## config.mk

```make
export PLATFORM = sky130hd
export DESIGN_NAME = paralelo_serial_param
export DESIGN_NICKNAME = d
export VERILOG_FILES = /design/src/rtl/paralelo_serial_param.sv
export SDC_FILE = /design/constraint.sdc
export NUM_CORES = 1
export LEC_CHECK = 0
export ABC_AREA = 1
export CORE_MARGIN = 3
export CORE_UTILIZATION = 48
export CTS_BUF_LIST = sky130_fd_sc_hd__clkbuf_16
export DETAILED_ROUTE_END_ITERATION = 10
export PLACE_DENSITY = 0.73
export SKIP_LAST_GASP = 1
export SYNTH_ARGS = -nofsm -noshare
export SYNTH_HDL_FRONTEND = slang
export SYNTH_SLANG_ARGS = --single-unit
export TNS_END_PERCENT = 100
```

## constraint.sdc

```tcl
create_clock -name clk16f -period 1.4 [get_ports clk16f]
set_clock_uncertainty 0.15 [all_clocks]
set_input_delay 0.42 -clock clk16f [delete_from_list [all_inputs] [get_ports clk16f]]
set_output_delay 0.42 -clock clk16f [all_outputs]
set_load 0.01 [all_outputs]
```

## src/rtl/paralelo_serial_param.sv

```systemverilog
// rtl/paralelo_serial_param.sv - parallel-to-serial framer with idle fill and a start-up sync phase
module paralelo_serial_param #(
    parameter int                DATA_W    = 8,
    parameter int                LANE_W    = 2,
    parameter logic [DATA_W-1:0] IDLE_SYM  = DATA_W'(8'hBC),
    parameter int                MSB_FIRST = 1,
    parameter int                MIN_IDLE  = 4
) (
    input  logic              clk16f,
    input  logic              reset_L,
    input  logic [DATA_W-1:0] paralelo,
    input  logic              in_valid,
    output logic              in_ready,
    output logic [LANE_W-1:0] serial,
    output logic              frame_start,
    output logic              data_active
);

    localparam int SLICES = DATA_W / LANE_W;
    localparam int CNT_W  = (SLICES > 1) ? $clog2(SLICES) : 1;
    localparam logic [CNT_W-1:0] LAST_SLICE = CNT_W'(SLICES - 1);

    typedef enum logic {
        ST_SYNC,
        ST_RUN
    } state_t;

    state_t            state_q, state_d;
    logic [DATA_W-1:0] buf_q, buf_d;
    logic              buf_full_q, buf_full_d;
    logic [DATA_W-1:0] frame_q, frame_d;
    logic [CNT_W-1:0]  cnt_q, cnt_d;
    logic [7:0]        sync_q, sync_d;
    logic [LANE_W-1:0] serial_q, serial_d;
    logic              frame_start_q, frame_start_d;
    logic              data_active_q, data_active_d;

    logic boundary;
    logic accept;

    function automatic logic [LANE_W-1:0] slice_of(input logic [DATA_W-1:0] w,
                                                   input logic [CNT_W-1:0]  c);
        if (MSB_FIRST != 0)
            return LANE_W'(w >> (DATA_W - LANE_W - LANE_W * int'(c)));
        else
            return LANE_W'(w >> (LANE_W * int'(c)));
    endfunction

    assign boundary = (cnt_q == LAST_SLICE);
    assign accept   = in_valid && in_ready;

    always_ff @(posedge clk16f) begin
        if (!reset_L) begin
            state_q <= ST_SYNC;
        end else begin
            state_q <= state_d;
        end
    end

    always_comb begin
        state_d = state_q;
        if (state_q == ST_SYNC && boundary && sync_q == 8'(MIN_IDLE - 1)) begin
            state_d = ST_RUN;
        end
    end

    always_comb begin
        in_ready = 1'b0;
        if (reset_L && state_q == ST_RUN) begin
            in_ready = !buf_full_q || boundary;
        end
    end

    // The frame register only ever loads from the buffer, so an accepted word
    // always spends at least one edge there before it is serialised.
    always_comb begin
        buf_d         = buf_q;
        buf_full_d    = buf_full_q;
        frame_d       = frame_q;
        cnt_d         = cnt_q + 1'b1;
        sync_d        = sync_q;
        frame_start_d = 1'b0;
        data_active_d = data_active_q;
        if (boundary) begin
            frame_d       = buf_full_q ? buf_q : IDLE_SYM;
            cnt_d         = '0;
            frame_start_d = 1'b1;
            data_active_d = buf_full_q;
            buf_full_d    = 1'b0;
            if (state_q == ST_SYNC) begin
                sync_d = sync_q + 8'd1;
            end
        end
        if (accept) begin
            buf_d      = paralelo;
            buf_full_d = 1'b1;
        end
        serial_d = slice_of(frame_d, cnt_d);
    end

    always_ff @(posedge clk16f) begin
        if (!reset_L) begin
            buf_q         <= '0;
            buf_full_q    <= 1'b0;
            frame_q       <= '0;
            cnt_q         <= LAST_SLICE;
            sync_q        <= '0;
            serial_q      <= '0;
            frame_start_q <= 1'b0;
            data_active_q <= 1'b0;
        end else begin
            buf_q         <= buf_d;
            buf_full_q    <= buf_full_d;
            frame_q       <= frame_d;
            cnt_q         <= cnt_d;
            sync_q        <= sync_d;
            serial_q      <= serial_d;
            frame_start_q <= frame_start_d;
            data_active_q <= data_active_d;
        end
    end

    assign serial      = serial_q;
    assign frame_start = frame_start_q;
    assign data_active = data_active_q;

endmodule

```

==> results.yml, run 1 <==
setup_path:
  worstPathCellList: "ha_4 -> inv_2 -> a21oi_4 -> buf_6"
  cp.required_ps: 830
  worst_path_max_delay_cell: "dfxtp_2"
  path_max_fanout: 2
  reg2reg_to: "serial[0]"
  end_kind: "primary output"
  crit_start: "cnt_q[0]"
  path_class: "flop to primary output"
  reg2reg_from: "cnt_q[0]"
  start_kind: "flop"
  worst-r2r-setup-slack_ps: -200
  rr_worst_depth: 10
  worstSetupEndpoint: "in_ready"
  cp.arrival_ps: 1080
  crit_path_max_incr_delay_ps: 350
clocking:
  ctsHoldBuffers: 0
  cts_buffers: 5
  cts_max_path_buffers: 2
  cts_tree: "built"
  ctsRootBufferMaster: "clkbuf_16"
  h-tree-depth: 2
  clk_pin_slew_worst_paths_ps: 50
  clock_latency_ps: 280
  cts_sinks: 32
yosys:
  syn_area_per_cell_um2: 7.58
  synth_warnings: 0
  async_flop_share_pct: 0
  synth-seq-cells: 32
  seq_area_frac_synth_pct: 48.0
  syn_nets: 190
  synth_enable_flop_cells: 0
  synth_area_um2: 1330
  synth.distinct_cells: 23
  synthFlopType: "dfxtp_1"
  synthCells: 176
placement:
  routabilityCongestion: 0.771
  place_area_um2: 1660
  portBuffers: 15
  dpl.hpwl_um: 2030
final_layout:
  fin_util_pct: 86.9
  antenna_cells: 0
  nets: 241
  stdcell_area_um2: 2230
  drive_gt1_share_pct: 47.4
  syn2layout_area_growth_pct: 67.3
pwr:
  leakage_uw: 0.000971
  ir_drop_mv: 1.96
  powerDensity_nw_per_um2: 1220
routing:
  post_drt_wl_per_cell_um: 16.8
  wirelength_um: 4340
  first_pass_iters: 4
  via_per_inst: 5.54
  postRouteAntennaNets: 0
  vias: 1430
  drc_errors: 0
  drt_iter0_drc: 73
sta:
  rsz0062_at_grt: "true"
  maxSlewViolCount: 0
  hold_viol: 0
  fin_tns_setup_ps: -1920
  finalCritPeriodShare_pct: 118
  relSlewSlack_pct: 77.0
  finalCriticalPeriod_ps: 1650
  setup_slack_ps: -248
  tightestPinTransition_ps: 343
  setup_viol_count_final: 21
  max_freq_mhz: 607
grt:
  grt.met2_usage_pct: 38.0
  grt_use_met1_pct: 24.4
  grt_overflow_total: 0
  met3_usage_pct: 7.24
  grt_usage_pct: 22.1
  grt_pass1_vias: 1235
  top_usage_layer: "met2"
  grt_first_pass_wirelength_um: 5590
  grt_start_max_net_pins: 22
  antenna_found_initial: 0
die:
  initial_utilization_pct: 51.9
  die_area_um2: 3450
  die_x_um: 58.7
  placementRows: 18
  core_um2: 2570
  io_pins: 16
  die_y_um: 58.7
job:
  drv_cap: 0
min_path:
  min_path_type: "flop to flop"
run_status:
  violations: "setup timing"
  status: "complete, but fails checks"
## area by class of cell
type	instances	area (um^2)
Multi-Input combinational cell	119	873
Tap cell	30	37.5
Clock buffer	5	125
Clock inverter	3	13.8
Inverter	20	87.6
Fill cell	126	337
Sequential cell	32	644
Timing Repair inverter	1	8.76
Timing Repair Buffer	48	440
## power by group
group	switching, uW	total [uW]	internal (uW)
logic	357	695	338
clock network	377	1020	644
registers	36.2	1010	972
total	771	2720	1950
## timing repair
action	in CTS	in global routing
gates resized for setup	39	61
pin swaps	10	18
setup buffers	6	9
endpoints found under the setup margin	29	25
gates cloned	1	1
## cell usage after synthesis, types with 2 or more instances
cell      instances  area share (%)
clkbuf_1          3            0.84
o21ai_1           3             1.1
nand3_1          26             9.8
o21ai_0           4             1.5
dfxtp_1          32              48
ha_1              3             2.8
buf_2             2            0.75
nor2_1           17             4.8
a21oi_1          10             3.8
nand2_1          40              11
inv_1            18             5.1
nor3_1            3             1.1
inv_2             2            0.56
a21oi_2           4             2.6
## kinds of logic after synthesis
kind of cell               after synthesis  synth area share (%)
DFF                                     32                  48.0
and+or+nand+nor                         92                  30.2
AOI/OAI and AO/OA                       23                  10.9
buffers and inverters                   26                  8.07
adders and majority gates                3                  2.81
## worst max-delay path, delay by kind of cell, from the launching register on
family                   cells  cell delay, ps
adder cells (fa/ha/maj)      1             140
flip-flops                   1             350
AO/OA/AOI/OAI                1             140
buffers and inverters        2             170
## per-stage QoR
stage / hold slack, ps / instances / power (uW) / setup slack [ps]
final: 316 / 258 / 2720 / -248
after floorplan: 286 / 176 / 1230 / -24.2
after CTS: 312 / 250 / 2520 / -252
after global placement: 297 / 235 / 1400 / -854
after global routing: 334 / 258 / 2830 / -294
after detailed placement: 303 / 235 / 1420 / -849
## per-layer routing
layer | share of wire, % | vias up | wire length, um
met4 | 4.5 | 0 | 194
li1 | - | 674 | -
met2 | 50 | 62 | 2170
met5 | 0 | - | 0
met1 | 39 | 676 | 1700
met3 | 6.2 | 18 | 267
## state kept, by name, indices dropped and copies added, names as in the netlist
| name | flops |
|---|---|
| frame_start | 1 |
| buf_q | 8 |
| sync_q | 8 |
| cnt_q | 2 |
| serial | 2 |
| frame_q | 8 |
| state_q | 1 |
| data_active | 1 |
| buf_full_q | 1 |
## cell usage in the layout (no fill, tap or decap), drive strengths merged, types with 3 or more instances in the layout
| cell type | instances |
|---|---|
| ha | 3 |
| buf | 35 |
| dfxtp | 32 |
| clkbuf | 7 |
| clkinv | 4 |
| nand2 | 43 |
| inv | 20 |
| nor3 | 3 |
| a21oi | 15 |
| nor2 | 18 |
| clkdlybuf4s50 | 9 |
| o21ai | 8 |
| nand3 | 26 |
## how the worst min path moves through the flow
stage / start / to / slack [ps] / cells after the start
after floorplan: buf_q[7] / buf_q[7] / 290 / 2
after global placement: data_active / data_active / 300 / 2
after detailed placement: data_active / data_active / 300 / 2
after CTS: data_active / data_active / 310 / 2
after global routing: data_active / data_active / 330 / 2
final: data_active / data_active / 320 / 2
(Power assumes the default switching activity.)
==> run 2: changes to the inputs <==
--- a/config.mk
+++ b/config.mk
@@ -7,7 +7,7 @@
 export LEC_CHECK = 0
 export ABC_AREA = 1
 export CORE_MARGIN = 3
-export CORE_UTILIZATION = 48
+export CORE_UTILIZATION = 50
 export CTS_BUF_LIST = sky130_fd_sc_hd__clkbuf_16
 export DETAILED_ROUTE_END_ITERATION = 10
 export PLACE_DENSITY = 0.73
@@ -15,4 +15,3 @@
 export SYNTH_ARGS = -nofsm -noshare
 export SYNTH_HDL_FRONTEND = slang
 export SYNTH_SLANG_ARGS = --single-unit
-export TNS_END_PERCENT = 100
==> constraint.sdc (replaced) <==
create_clock -name clk16f -period 1.7 [get_ports clk16f]
set_clock_uncertainty 0.15 [all_clocks]
set_input_delay 0.51 -clock clk16f [delete_from_list [all_inputs] [get_ports clk16f]]
set_output_delay 0.51 -clock clk16f [all_outputs]
set_load 0.01 [all_outputs]
==> run 2 against run 1 <==
The run still ends with setup timing left. Clock-buffer cell count is the same. Combinational power fell by 58%. Cell area decreased by 21%. Total power decreased by 23%. Critical path type unchanged. Largest cell class is now flip-flops and latches. Highest routed layer unchanged.
==> results.yml, run 2 (synthesis gave the netlist of run 1 again) <==
placement:
  dpl.cell_count: 226
  routabilityCongestion: 0.729
  dpl.hpwl_um: 1910
  portBuffers: 15
sta:
  max_freq_mhz: 579
  setup_slack_ps: -26.3
  setup_viol_count_final: 1
  tightestPinTransition_ps: 311
  relSlewSlack_pct: 79.2
  maxSlewViolCount: 0
  fin_tns_setup_ps: -26.3
  finalCritPeriodShare_pct: 102
  rsz0062_at_grt: "true"
  holdWs_ps: 312
  hold_viol: 0
  finalCriticalPeriod_ps: 1730
grt:
  grt_first_pass_wirelength_um: 4760
  grt_pass1_vias: 1150
  grt_usage_pct: 19.0
  grt_start_max_net_pins: 22
  grt_overflow_total: 0
  antenna_found_initial: 0
setup_path:
  worst_path_max_delay_cell: "dfxtp_2"
  worst-path-buf-inv: 2
  path_class: "flop to primary output"
  start_kind: "flop"
  cp.required_ps: 1040
  crit_path_max_incr_delay_ps: 350
  end_kind: "primary output"
  worstPathCellList: "ha_4 -> inv_2 -> a21oi_4 -> buf_2"
  cp.arrival_ps: 1070
  critPathTopFamily: "flip-flops"
  worst-r2r-setup-slack_ps: 110
  path_max_fanout: 2
clocking:
  ctsRootBufferMaster: "clkbuf_16"
  ctsHoldBuffers: 0
  clk_pin_slew_worst_paths_ps: 50
  clock_latency_ps: 270
  cts_max_path_buffers: 2
  cts_tree: "built"
  cts_buffers: 5
  cts_sinks: 32
  h-tree-depth: 2
run_status:
  violations: "setup timing"
  status: "complete, but fails checks"
routing:
  postRouteAntennaNets: 0
  post_drt_wl_per_cell_um: 11.9
  vias: 1222
  first_pass_iters: 4
  drt_iter0_drc: 43
  wirelength_um: 2800
  via_per_inst: 5.20
  drc_errors: 0
pwr:
  leakage_uw: 0.000812
  power_uw: 2100
  powerDensity_nw_per_um2: 1200
  ir_drop_mv: 1.09
final_layout:
  syn2layout_area_growth_pct: 31.6
  final_common_cell: "nand2_1"
  stdcell_count: 235
  layout_common_cells: "40 x nand2_1, 30 x dfxtp_1, 26 x nand3_1, 19 x inv_1, 17 x nor2_1"
  fillers: 207
  top_regs: "buf_q x8, frame_q x8, sync_q x8"
  antenna_cells: 0
  fin_util_pct: 70.2
  nets: 218
  drive_gt1_share_pct: 18.0
die:
  die_area_um2: 3320
  placementRows: 18
  io_pins: 16
  core_um2: 2500
  die_y_um: 57.7
  initial_utilization_pct: 53.4
  die_x_um: 57.7
job:
  drv_cap: 0
min_path:
  min_path_type: "flop to flop"
[run 2: through the flow]
| step | instance area, um^2 | setup slack, ps |
|---|---|---|
| after floorplan | 1330 | 175 |
| after global placement | 1570 | -720 |
| after detailed placement | 1570 | -712 |
| after CTS | 1730 | -90.5 |
| after global routing | 1760 | -74.6 |
| final | 1760 | -26.3 |
[run 2: path summary, 6_finish.rpt]
check                           startpoint   endpoint  cells past startpoint
worst min register to register    buf_q[5]   buf_q[5]                      2
worst max register to register    cnt_q[1]  sync_q[6]                      9
worst min-delay path              buf_q[5]   buf_q[5]                      2
worst max-delay path              cnt_q[1]   in_ready                      4
[run 2: where the power goes]
group / switching [uW] / internal, uW
registers: 21.8 / 800
logic: 158 / 132
clock network: 305 / 681
[run 2: cell type report]
class / instances / area [um^2] / share of cell area (%)
inverters: 20 / 75.1 / 4.28
clock buffers: 5 / 125 / 7.13
well taps: 30 / 37.5 / 2.14
flip-flops and latches: 32 / 643 / 36.6
multi-input cells: 118 / 606 / 34.5
repair buffers: 27 / 230 / 13.1
clock inverters: 3 / 38.8 / 2.21
[run 2: worst reg2reg max path, cell delays in order (launching register included)]
cell     delay (ps)
dfxtp_2         350
ha_4            140
inv_2            50
buf_4           140
nor2_2          140
nand3_1         150
nor2_1          170
nand2_1          80
nand2_1          70
nor2_1           50
[run 2: what timing repair did]
| item | in CTS | in global routing |
|---|---|---|
| pin swaps | 0 | 1 |
| resized for setup | 10 | 7 |
| buffers inserted | 0 | 1 |
| endpoints found under the setup margin | 6 | 5 |
[run 2: layer usage]
layer	share of wire [%]	global-route usage [%]	vias to the layer above
li1	-	-	618
met1	42	20.7	551
met2	49	32.6	46
met3	6.9	7.57	7
met4	1.7	7.95	0
met5	0	0	-
